[config.mk]
export PLATFORM = sky130hd
export DESIGN_NAME = controle_soma
export DESIGN_NICKNAME = d
export VERILOG_FILES = /design/src/rtl/controle_soma.sv
export SDC_FILE = /design/constraint.sdc
export NUM_CORES = 1
export LEC_CHECK = 0
export ABC_AREA = 1
export BUFFER_PORTS_ARGS = -buffer_cell sky130_fd_sc_hd__buf_2
export CAP_MARGIN = 15
export CORE_ASPECT_RATIO = 0.9
export CORE_MARGIN = 3
export CORE_UTILIZATION = 50
export DETAILED_ROUTE_END_ITERATION = 8
export GPL_ROUTABILITY_DRIVEN = 0
export GPL_TIMING_DRIVEN = 0
export HOLD_SLACK_MARGIN = 0.08
export PLACE_DENSITY = 0.73
export SLEW_MARGIN = 10
export SYNTH_ARGS = -nofsm -noshare
export SYNTH_HDL_FRONTEND = slang
export SYNTH_SLANG_ARGS = --single-unit
[constraint.sdc]
create_clock -name clk -period 4.1 [get_ports clk]
set_input_delay 0.205 -clock clk [delete_from_list [all_inputs] [get_ports clk]]
set_output_delay 0.205 -clock clk [all_outputs]
set_load 0.01 [all_outputs]
[src/rtl/controle_soma.sv]
// Sequencer for element-wise matrix add/subtract over a shared single-port memory.
// Walks an n x n sub-block row-major: read A, read B, capture B, write C per element.
module controle_soma #(
  parameter int TAMANHO = 5,
  parameter int BASE_A  = 0,
  parameter int BASE_B  = 25,
  parameter int BASE_C  = 50,
  parameter int ADDR_W  = 8
) (
  input  logic              clk,
  input  logic              rst_n,
  input  logic              start,
  input  logic              op,
  input  logic [2:0]        dim,
  output logic              busy,
  output logic              done,
  output logic              ovf,
  output logic              err,
  output logic [ADDR_W-1:0] mem_addr,
  output logic              mem_rd,
  output logic              mem_we,
  output logic [7:0]        mem_wdata,
  input  logic [7:0]        mem_rdata
);

  typedef enum logic [2:0] {
    IDLE  = 3'd0,
    RD_A  = 3'd1,
    RD_B  = 3'd2,
    CAP_B = 3'd3,
    WR    = 3'd4,
    DONE  = 3'd5
  } state_t;

  state_t            state_q, state_d;
  logic              op_q, op_d;
  logic [2:0]        n_q, n_d;
  logic [2:0]        i_q, i_d;
  logic [2:0]        j_q, j_d;
  logic [7:0]        a_q, a_d;
  logic [7:0]        b_q, b_d;
  logic              ovf_q, ovf_d;
  logic              err_q, err_d;
  logic              busy_q, busy_d;
  logic              done_q, done_d;
  logic              mem_rd_q, mem_rd_d;
  logic              mem_we_q, mem_we_d;
  logic [ADDR_W-1:0] mem_addr_q, mem_addr_d;
  logic [7:0]        mem_wdata_q, mem_wdata_d;

  logic [8:0]        res_wr;
  logic [8:0]        res_cap;
  logic              last_col;
  logic              last_row;

  // Word address of element (i, j) in a region with row stride TAMANHO.
  function automatic logic [ADDR_W-1:0] elem_addr(
    input logic [ADDR_W-1:0] base,
    input logic [2:0]        i,
    input logic [2:0]        j
  );
    logic [ADDR_W-1:0] row;
    row = ADDR_W'(i) * ADDR_W'(TAMANHO);
    return base + row + ADDR_W'(j);
  endfunction

  // 9-bit add/sub; bit 8 is the carry (add) or the unsigned borrow (sub).
  function automatic logic [8:0] alu_wrap(
    input logic       sub,
    input logic [7:0] a,
    input logic [7:0] b
  );
    if (sub) begin
      return {1'b0, a} - {1'b0, b};
    end
    return {1'b0, a} + {1'b0, b};
  endfunction

  assign res_wr   = alu_wrap(op_q, a_q, b_q);
  assign res_cap  = alu_wrap(op_q, a_q, mem_rdata);
  assign last_col = (j_q == n_q - 3'd1);
  assign last_row = (i_q == n_q - 3'd1);

  always_comb begin
    state_d = state_q;
    op_d    = op_q;
    n_d     = n_q;
    i_d     = i_q;
    j_d     = j_q;
    a_d     = a_q;
    b_d     = b_q;
    ovf_d   = ovf_q;
    err_d   = err_q;

    case (state_q)
      IDLE: begin
        if (start) begin
          op_d  = op;
          n_d   = dim;
          i_d   = 3'd0;
          j_d   = 3'd0;
          ovf_d = 1'b0;
          if ((dim == 3'd0) || (int'(dim) > TAMANHO)) begin
            err_d   = 1'b1;
            state_d = DONE;
          end else begin
            err_d   = 1'b0;
            state_d = RD_A;
          end
        end
      end
      RD_A: state_d = RD_B;
      RD_B: begin
        a_d     = mem_rdata;
        state_d = CAP_B;
      end
      CAP_B: begin
        b_d     = mem_rdata;
        state_d = WR;
      end
      WR: begin
        ovf_d = ovf_q | res_wr[8];
        if (last_col && last_row) begin
          state_d = DONE;
        end else if (last_col) begin
          j_d     = 3'd0;
          i_d     = i_q + 3'd1;
          state_d = RD_A;
        end else begin
          j_d     = j_q + 3'd1;
          state_d = RD_A;
        end
      end
      DONE:    state_d = IDLE;
      default: state_d = IDLE;
    endcase

    // Outputs are registered, so they are decoded from the state being entered.
    busy_d      = (state_d != IDLE);
    done_d      = (state_d == DONE);
    mem_rd_d    = (state_d == RD_A) || (state_d == RD_B);
    mem_we_d    = (state_d == WR);
    mem_addr_d  = '0;
    mem_wdata_d = 8'd0;
    case (state_d)
      RD_A:    mem_addr_d = elem_addr(ADDR_W'(BASE_A), i_d, j_d);
      RD_B:    mem_addr_d = elem_addr(ADDR_W'(BASE_B), i_d, j_d);
      WR: begin
        mem_addr_d  = elem_addr(ADDR_W'(BASE_C), i_d, j_d);
        mem_wdata_d = res_cap[7:0];
      end
      default: mem_addr_d = '0;
    endcase
  end

  always_ff @(posedge clk) begin
    if (!rst_n) begin
      state_q     <= IDLE;
      op_q        <= 1'b0;
      n_q         <= 3'd0;
      i_q         <= 3'd0;
      j_q         <= 3'd0;
      ovf_q       <= 1'b0;
      err_q       <= 1'b0;
      busy_q      <= 1'b0;
      done_q      <= 1'b0;
      mem_rd_q    <= 1'b0;
      mem_we_q    <= 1'b0;
      mem_addr_q  <= '0;
      mem_wdata_q <= 8'd0;
    end else begin
      state_q     <= state_d;
      op_q        <= op_d;
      n_q         <= n_d;
      i_q         <= i_d;
      j_q         <= j_d;
      ovf_q       <= ovf_d;
      err_q       <= err_d;
      busy_q      <= busy_d;
      done_q      <= done_d;
      mem_rd_q    <= mem_rd_d;
      mem_we_q    <= mem_we_d;
      mem_addr_q  <= mem_addr_d;
      mem_wdata_q <= mem_wdata_d;
    end
  end

  // Operand registers are pure data and are always overwritten before use.
  always_ff @(posedge clk) begin
    a_q <= a_d;
    b_q <= b_d;
  end

  assign busy      = busy_q;
  assign done      = done_q;
  assign ovf       = ovf_q;
  assign err       = err_q;
  assign mem_addr  = mem_addr_q;
  assign mem_rd    = mem_rd_q;
  assign mem_we    = mem_we_q;
  assign mem_wdata = mem_wdata_q;

endmodule
==> results.toml <==
[synthesis]
netlist_area_mm2 = 0.00332
ys_seq_area_share_pct = 35.6
synth_area_leaders = "dfxtp_1 21%, edfxtp_1 14%, ha_1 11%"
synth_cells = 428
synth_top_area_cell = "dfxtp_1"
synth_top_area_share_pct = 21.1
syn_nets = 477
synth_common_cells = "78 x nand2_1, 58 x inv_1, 39 x nor2_1"
avgSynthCellArea_um2 = 7.75
yosys.cell_count.top_type = "nand2_1"
synth_warnings = 0
synth-main-ff-cell = "dfxtp_1"
yosys.cell_types.count = 39
postSynth.asyncResetShare_pct = 0
ys_ff_latch = 51
synth_edf_count = 16

[sta]
hold_viol_final = 0
setup_viol_count_final = 0
fin_crit_ps = 3770
fmax_ghz = 0.265
slew_viol_final = 0
finalCritPeriodShare_pct = 92.1
rsz0062_at_grt = "false"
worst_pin_slew_ps = 775
slew_headroom_pct = 48.2
setup_tns_ps = 0
clock_skew_ps = 3.34

[place]
hpwlAfterDp_um = 5490
dp.cells = 550
io_buffers = 35

[global_route]
antenna_found_initial = 0
grt_pass1_wl_um = 11900
grt_pass1_vias = 2661
grt_max_degree = 16
grt-ovfl-total = 0
track_usage_pct = 18.9

[route]
dr.pass1.iters = 4
num_vias = 2787
drcViolationCount = 0
wl_per_cell_um = 12.4
drt_iter0_drc = 141
drt.antenna.violating_nets = 0
viasPerCell = 4.99
routed_wl_um = 6900

[floorplanning]
die_h_um = 83.3
die_x_um = 91.9
die-area_mm2 = 0.00765
pin_count = 37
core_mm2 = 0.00628
start_util_pct = 52.8
rows = 27

[pwr]
p_per_area_mw_per_mm2 = 331
p_int_uw = 805
p_sw_uw = 418
power.total_mw = 1.22
switching_share_pct = 34.2
p_clk_share_pct = 23.5
p_leak_nw = 1.76
combPwrFrac_pct = 29.6
peakVddDrop_mv = 0.178
seqPwrFrac_pct = 46.8

[clocking]
cts_tree = "yes"
cts_root_buffer = "clkbuf_8"
cts_buffer_depth = 2
clock_latency_ps = 300
path_clk_slew_ps = 90
htreeDepth = 2
cts.sinks = 51
cts_buffers = 5

[finish]
syn_to_final_growth_pct = 11.4
drive_above_1_share_pct = 20.0
fin_cells = 558
utilization_pct = 58.8
final_net_count = 519
num_antenna_cells = 0

[job]
cap_violations = 0

[setup_path]
end_kind = "register"
startpoint_type = "register"
critical_path_arrival_ps = 4010
crit_type = "reg -> reg"
path_max_fanout = 7
worstPathRequired_ps = 4330

[worst_hold_path]
hold_path.class = "in -> reg"

[outcome]
status = "complete, no violations"
==> critical path: stages (launching register included) <==
cell      delay (ps)
dfxtp_1          400
inv_2             90
ha_1             350
or2_1            150
nand2_2           60
nor2_4            90
nand2_4           80
nor2_4           120
inv_2             50
nor2_2           160
inv_1             70
o211ai_2         290
inv_1            120
ha_2             410
inv_1             80
ha_1             320
nand2_1           80
nand2_1           50
a31oi_1          220
inv_1            100
nand2_2           80
nand2_1           50
nand2_1           70
nand3_2           60
a21oi_2          150
==> cells by family after synthesis <==
kind of cell             share of synthesized area, %
AND/OR/NAND/NOR                                  25.7
flip-flops                                       35.6
adder cells (fa/ha/maj)                          13.7
XOR/XNOR                                         3.43
buffers and inverters                            9.24
AO/OA/AOI/OAI                                    12.3
==> worst paths after layout <==
| path | startpoint | endpoint | slack (ps) | cells past startpoint |
|---|---|---|---|---|
| min reg2reg | ovf | ovf | 460 | 2 |
| max | n_q[0] | mem_addr[6] | 330 | 24 |
| max reg2reg | n_q[0] | mem_addr[6] | 330 | 24 |
| min | mem_rdata[7] | b_q[7] | 130 | 1 |
==> power groups by stage <==
stage               registers (mW)  clock network (mW)  logic [mW]
global route                 0.577               0.320       0.421
global placement             0.583                   0       0.351
floorplan                    0.588                   0       0.269
detailed placement           0.584                   0       0.362
CTS                          0.573               0.298       0.365
finish                       0.572               0.288       0.362
==> state kept, by name (all words and copies together) (netlist names) <==
register,cells
a_q,8
b_q,8
busy,1
done,1
err,1
i_q,3
j_q,3
mem_addr,8
mem_rd,1
mem_wdata,8
mem_we,1
n_q,3
op_q,1
ovf,1
state_q,3
==> layer usage <==
metal / wire length (µm) / up-vias / global-route usage (%)
li1: - / 1471 / -
met2: 3050 / 65 / 29.4
met4: 97 / 0 / 5.26
met1: 3370 / 1241 / 27.1
met5: 0 / - / 0
met3: 379 / 10 / 3.26
==> metrics by stage <==
step | cell area, µm² | worst slack (ps) | hold WS [ps]
floorplan | 3320 | 812 | 304
global placement | 3600 | 375 | 438
detailed placement | 3600 | 319 | 439
CTS | 3680 | 278 | 122
global route | 3690 | 27.4 | 117
finish | 3690 | 325 | 126
==> cell usage in the layout, fill, tap and decap left out, types with 5 or more instances in the layout <==
cell | netlist | layout
nand3_1 | 25 | 25
a21oi_1 | 24 | 24
nor2_4 | 5 | 5
nand2_1 | 78 | 78
dfxtp_1 | 35 | 35
edfxtp_1 | 16 | 16
nand2_2 | 6 | 6
clkbuf_8 | 0 | 5
buf_2 | 1 | 36
ha_1 | 30 | 29
inv_1 | 58 | 58
or2_2 | 7 | 7
a31oi_1 | 9 | 9
nand4_1 | 5 | 5
nor2_1 | 39 | 39
inv_2 | 12 | 12
o21ai_0 | 20 | 19
xor2_1 | 12 | 11
nor2_2 | 6 | 6
==> cell type report <==
type / count / area (µm²)
plain buffers: 5 / 27.5
clock buffers: 6 / 72.6
clock inverters: 2 / 11.3
fillers: 607 / 2590
inverters: 74 / 279
multi-input cells: 298 / 1840
flip-flops and latches: 51 / 1180
well taps: 87 / 109
repair buffers: 35 / 175
==> what timing repair did <==
item / in CTS / in global routing
buffers inserted: 0 / 0
hold buffers: 0 / 0
endpoints found under the setup margin: 0 / 1
resized for setup: 0 / 3
(Power assumes the default switching activity.)
